File: config.mk
export PLATFORM = sky130hd
export DESIGN_NAME = traffic_light_monitor
export DESIGN_NICKNAME = d
export VERILOG_FILES = /design/src/rtl/tlm_pkg.sv /design/src/rtl/tlm_sat_counter.sv /design/src/rtl/traffic_light_monitor.sv
export SDC_FILE = /design/constraint.sdc
export NUM_CORES = 1
export LEC_CHECK = 0
export CAP_MARGIN = 20
export CORE_AREA = 5 5 76 78
export DETAILED_ROUTE_END_ITERATION = 8
export DIE_AREA = 0 0 81 83
export PLACE_DENSITY = 0.57
export SYNTH_ARGS = -nofsm -noshare
export SYNTH_HDL_FRONTEND = slang
export SYNTH_SLANG_ARGS = --single-unit
File: constraint.sdc
create_clock -name Clock -period 6.75 [get_ports Clock]
set_input_delay 1.35 -clock Clock [delete_from_list [all_inputs] [get_ports Clock]]
set_output_delay 1.35 -clock Clock [all_outputs]
set_load 0.02 [all_outputs]
File: src/rtl/tlm_pkg.sv
// Shared types, lamp patterns, fault codes and transition rules for the traffic light monitor.
package tlm_pkg;

  typedef enum logic [2:0] {
    ALLRED = 3'd0,
    P0     = 3'd1,
    P1     = 3'd2,
    P2     = 3'd3,
    P3     = 3'd4,
    FLASH  = 3'd5,
    DARK   = 3'd6
  } phase_t;

  typedef struct packed {
    logic   ok;
    phase_t ph;
  } dec_t;

  localparam logic [2:0] FLT_NONE     = 3'd0;
  localparam logic [2:0] FLT_GREENS   = 3'd1;
  localparam logic [2:0] FLT_MULTI    = 3'd2;
  localparam logic [2:0] FLT_ILLEGAL  = 3'd3;
  localparam logic [2:0] FLT_TRANS    = 3'd4;
  localparam logic [2:0] FLT_MINYEL   = 3'd5;
  localparam logic [2:0] FLT_MAXDWELL = 3'd6;

  // Lamp patterns as {R,Y,G}, each field {primary,secondary}
  localparam logic [5:0] PAT_ALLRED = 6'b11_00_00;
  localparam logic [5:0] PAT_P0     = 6'b01_00_10;
  localparam logic [5:0] PAT_P1     = 6'b01_10_00;
  localparam logic [5:0] PAT_P2     = 6'b10_00_01;
  localparam logic [5:0] PAT_P3     = 6'b10_01_00;
  localparam logic [5:0] PAT_DARK   = 6'b00_00_00;

  // The P1 pattern means FLASH once the controller has gone dark
  function automatic dec_t decode(input logic [5:0] lamps, input logic flashing);
    dec_t d;
    d.ok = 1'b1;
    d.ph = ALLRED;
    case (lamps)
      PAT_ALLRED: d.ph = ALLRED;
      PAT_P0:     d.ph = P0;
      PAT_P1:     d.ph = flashing ? FLASH : P1;
      PAT_P2:     d.ph = P2;
      PAT_P3:     d.ph = P3;
      PAT_DARK:   d.ph = DARK;
      default:    d.ok = 1'b0;
    endcase
    return d;
  endfunction

  function automatic logic legal(input phase_t from, input phase_t to);
    if (from == to || to == DARK) return 1'b1;
    case (from)
      ALLRED:  return to inside {P0, P2};
      P0:      return to == P1;
      P1:      return to inside {ALLRED, P2};
      P2:      return to == P3;
      P3:      return to inside {ALLRED, P0};
      DARK:    return to inside {FLASH, ALLRED, P0};
      FLASH:   return to inside {ALLRED, P0};
      default: return 1'b0;
    endcase
  endfunction

  function automatic logic timed(input phase_t ph);
    return ph inside {ALLRED, P0, P1, P2, P3};
  endfunction

endpackage

File: src/rtl/tlm_sat_counter.sv
// Saturating counter: loads 1 on clr, otherwise increments and sticks at all-ones.
module tlm_sat_counter #(
  parameter int W = 8
) (
  input  logic         clk,
  input  logic         rst,
  input  logic         clr,
  output logic [W-1:0] nxt,
  output logic [W-1:0] cnt
);

  always_comb begin
    nxt = cnt;
    if (clr)       nxt = W'(1);
    else if (~&cnt) nxt = cnt + 1'b1;
  end

  always_ff @(posedge clk) begin
    if (rst) cnt <= '0;
    else     cnt <= nxt;
  end

endmodule

File: src/rtl/traffic_light_monitor.sv
// Observes six-lamp controller outputs, tracks phase/dwell/cycles and latches the first fault.
// Define TLM_HISTORY_EN to add the PhaseHist output (last 4 distinct phases).
module traffic_light_monitor
  import tlm_pkg::*;
#(
  parameter int CNT_W      = 8,
  parameter int MIN_YELLOW = 2,
  parameter int MAX_DWELL  = 64
) (
  input  logic             Clock,
  input  logic             Reset,
  input  logic [1:0]       R,
  input  logic [1:0]       Y,
  input  logic [1:0]       G,
  output logic [2:0]       Phase,
  output logic             PhaseDone,
  output logic [CNT_W-1:0] Dwell,
  output logic [CNT_W-1:0] Cycles,
  output logic             Fault,
  output logic [2:0]       FaultCode
`ifdef TLM_HISTORY_EN
  ,
  output logic [11:0]      PhaseHist
`endif
);

  localparam logic [CNT_W-1:0] MIN_Y = CNT_W'(MIN_YELLOW);
  localparam logic [CNT_W-1:0] MAX_D = CNT_W'(MAX_DWELL);

  phase_t           state, nxt;
  dec_t             dec;
  logic             change, multi, after_p3;
  logic [2:0]       code;
  logic [CNT_W-1:0] dwell_nxt;

  always_comb begin
    dec    = decode({R, Y, G}, state inside {DARK, FLASH});
    nxt    = dec.ok ? dec.ph : state;
    change = nxt != state;
    multi  = ((R[1] & Y[1]) | (R[1] & G[1]) | (Y[1] & G[1])) |
             ((R[0] & Y[0]) | (R[0] & G[0]) | (Y[0] & G[0]));
    code   = FLT_NONE;
    if (G == 2'b11)                 code = FLT_GREENS;
    else if (multi)                 code = FLT_MULTI;
    else if (!dec.ok)               code = FLT_ILLEGAL;
    else if (!legal(state, nxt))    code = FLT_TRANS;
    else if (change && state inside {P1, P3} && Dwell < MIN_Y)
                                    code = FLT_MINYEL;
    else if (timed(nxt) && dwell_nxt >= MAX_D)
                                    code = FLT_MAXDWELL;
  end

  tlm_sat_counter #(.W(CNT_W)) u_dwell (
    .clk (Clock),
    .rst (Reset),
    .clr (change),
    .nxt (dwell_nxt),
    .cnt (Dwell)
  );

  // after_p3 remembers that the current ALLRED was entered from P3, so ALLRED->P0 closes a cycle
  always_ff @(posedge Clock) begin
    if (Reset) begin
      state     <= ALLRED;
      PhaseDone <= 1'b0;
      Cycles    <= '0;
      Fault     <= 1'b0;
      FaultCode <= FLT_NONE;
      after_p3  <= 1'b0;
    end else begin
      state     <= nxt;
      PhaseDone <= change;
      if (change) after_p3 <= (state == P3) && (nxt == ALLRED);
      if (change && nxt == P0 && (state == P3 || (state == ALLRED && after_p3)))
        Cycles <= Cycles + 1'b1;
      if (!Fault && code != FLT_NONE) begin
        Fault     <= 1'b1;
        FaultCode <= code;
      end
    end
  end

  assign Phase = state;

`ifdef TLM_HISTORY_EN
  always_ff @(posedge Clock) begin
    if (Reset)       PhaseHist <= {4{3'(ALLRED)}};
    else if (change) PhaseHist <= {PhaseHist[8:0], 3'(nxt)};
  end
`endif

endmodule
==> key figures <==
Status
  – Status: finished, final reports clean

Routing
  – Vias per cell: roughly 5.4
  – DRC errors left: 0
  – Routed WL: between 4 and 5 mm
  – Routed WL per cell: 13.8 microns
  – Post-DRT Antenna Nets: 0
  – Drt pass-1 iters: 4
  – Routed vias: 1597
  – Starting DRC count in detailed routing: around 120

Logic synthesis
  – Syn Inst Count: ~210
  – Async SR Flop Fraction: 0%
  – Syn Nets: 215
  – Post-synthesis sequential area ratio: 29.9%
  – Top_reg_cell synth: dfxtp_1
  – Netlist cell types: between 50 and 60
  – Mapped Area: about 1700 sq um
  – Synthesized area per cell: 8.16 sq um
  – Synthesis-stage register bit count: 25
  – Synth Warn #: 0
  – EDFF count, synth: 0

Timing
  – Max-slew violations: 0
  – Final Skew: 0.00404 ns
  – Fin. Hold Viols: 0
  – Worst slew margin: between 30 and 40%
  – Hold_ws: 0.470 ns
  – Worst-Margin Slew: 0.932 ns
  – RSZ-0062 raised after global routing: false
  – Setup TNS: 0 ns
  – Final Cycle Share: 66.2%
  – Tmin final: ~4.5 ns
  – Setup-failing EPs final: 0
  – Maximum clock frequency: 224 MHz

Pwr
  – Gate power share: 19.1%
  – Clock share of power: 29.6%
  – Sw frac: around 29%
  – Sequential Power Share: 51.3%
  – Worst VDD drop: around 0.092 mV
  – Pwr Total: roughly 310 uW
  – Internal power: 219 uW
  – P per Cell Area: around 150 nW/um^2
  – Total net switching power: 87.6 uW
  – Pleak: 0.000722 uW

Worst setup path
  – WP data required: 6.91 ns
  – Crit end category: register
  – Worst EP arrival: 4.63 ns
  – Critical path class: input port to register
  – Worst Setup Start Kind: input port
  – Critical Path Fanout Max: 13

Clock tree
  – H-tree levels: 1
  – Clock sink count: 25
  – Clock Pin Slew Worst Setup and Hold Paths: ~0.090 ns
  – CTS buffer count: 3
  – Clock root buffer master: clkbuf_8
  – Clock Latency Late Sink: between 0.2 and 0.3 ns
  – Post-CTS Hold Buffers: 0
  – Clk buf depth: 2
  – Post-CTS resize count: 0
  – Setup repair bufs after CTS: 0
  – CTS tree: built

Placed design
  – Port Buffers: 31
  – Routability cong.: between 0.8 and 0.9
  – Final HPWL DP: between 3 and 4 mm

Die
  – # rows: 26
  – I/O pin count: 32
  – Die width: just over 80 microns
  – Die area: 6720 sq um
  – Total core area: about 5000 sq um
  – Die Y: about 83 microns
  – Initial Util: around a third

Finish
  – Diode count: 0
  – Post-layout nets: roughly 240
  – Layout Utilization: about 41%
  – Synthesis-to-finish area growth: 23.4%
  – Layout cells sized above 1: roughly 6%

Global routing
  – Number of antenna violations at the first check in global routing: 0
  – Gr ovfl total: 0
  – Total track usage: 13.1%
  – Number of global-route vias before repair: about 1.6k
  – First-pass GRT wire length: about 7.4 mm
  – Largest net degree at the start of global routing: 23

Run
  – Max cap viols: 0

Min path
  – Worst Hold Class: register to register
==> stage by stage <==
stage	setup slack, ns	instances	area (sq um)
after CTS	2.29	298	2060
after detailed placement	2.00	294	2020
after floorplan	2.98	205	1670
final	2.28	298	2060
after global routing	2.08	298	2060
after global placement	2.11	294	2020
==> cell usage in the layout (no fill, tap or decap), types with 3 or more instances in the layout <==
cell             netlist  layout
a21o_1                 3       3
a21oi_1               10      10
a31oi_1                3       3
and3_1                 6       6
clkbuf_8               0       3
clkdlybuf4s50_1        0      31
dfxtp_1               25      25
inv_1                  4       4
nand2_1               15      15
nand3_1               11      11
nand4_1                3       3
nor2_1                29      29
nor2b_1                3       3
nor4_1                 7       7
o211ai_1               3       3
o21ai_0                9       9
or3_1                  3       3
xnor2_1                6       6
xor2_1                10      10
==> registers in the layout, summed over array words and instances, names as in the netlist <==
| register | cells |
|---|---|
| Cycles | 8 |
| u_dwell.cnt | 8 |
| FaultCode | 3 |
| Phase | 3 |
| Fault | 1 |
| PhaseDone | 1 |
| after_p3 | 1 |
==> cells in the mapped netlist, drive strengths merged, types with 2 or more instances <==
master,number,area share [%]
o311ai,2,1.0
o31ai,2,0.90
o21a,2,0.90
and3,6,2.2
ha,2,1.5
nor2b,3,1.1
nor3,4,1.8
o211ai,3,1.3
nor4,7,2.6
a21o,3,1.3
nand2,15,3.4
clkbuf,9,2.0
nor2,29,6.5
o21ai,11,3.3
nand4,3,1.1
mux2i,2,1.2
inv,4,0.90
nor4b,2,2.8
a21oi,10,3.0
or3,3,1.1
nor3b,2,1.2
a31oi,3,1.1
xnor2,6,3.1
a2111oi,2,3.3
nand3,11,3.3
nor4bb,2,1.2
and2,2,0.82
xor2,10,5.2
a211oi,3,2.1
dfxtp,25,30
buf,3,1.3
==> power by group through the flow <==
| stage | logic, uW | registers [uW] | clock network [uW] |
|---|---|---|---|
| final | 58.5 | 157 | 90.9 |
| after global routing | 64.1 | 158 | 101 |
| after CTS | 58.7 | 157 | 94.8 |
| after detailed placement | 58.5 | 161 | 0 |
| after floorplan | 34.9 | 164 | 0 |
| after global placement | 58.2 | 161 | 0 |
==> cell families (layout without fill, tap and decap cells) <==
kind of cell	after synthesis	count (layout)	share of synthesized area, %
XOR/XNOR	16	16	8.38
AO/OA/AOI/OAI	49	49	22.6
AND/OR/NAND/NOR	95	95	32.2
adder cells (fa/ha/maj)	2	2	1.50
flip-flops	25	25	29.9
buffers and inverters	16	39	4.19
multiplexers	2	2	1.20
==> metal layers <==
layer,wire [microns],part of all wire (%),up-vias,GRT usage [%]
met5,0,0,-,0
met4,8,0.19,0,1.84
met3,208,5.0,2,3.90
met2,1890,46,38,19.7
met1,2020,49,760,18.6
li1,-,-,797,-
==> worst max-delay path, cell delays in order <==
cell	delay (ns)
clkdlybuf4s50_1	0.85
and4bb_1	0.32
a211o_1	0.27
a211oi_4	0.37
a2111oi_4	0.10
a2111oi_4	0.48
nor3b_2	0.27
a311oi_1	0.10
and2_1	0.21
a221o_1	0.31
==> final timing paths <==
path,start,end,slack [ns],depth (start not counted)
worst max-delay path,G[1],FaultCode[0],2.28,10
worst min-delay path,FaultCode[2],FaultCode[2],0.47,1
worst max register to register,Phase[2],FaultCode[0],3.96,8
worst min register to register,FaultCode[2],FaultCode[2],0.47,1
==> area by class of cell <==
cell class,count,area [sq um]
inverter,4,15.0
fill,525,2950
sequential,25,500
tap,70,87.6
multi-input combinational,164,1100
clock inverter,1,7.51
clock buffer,3,41.3
timing repair buffer,31,310
No activity file was read; power rests on OpenSTA's default activity.
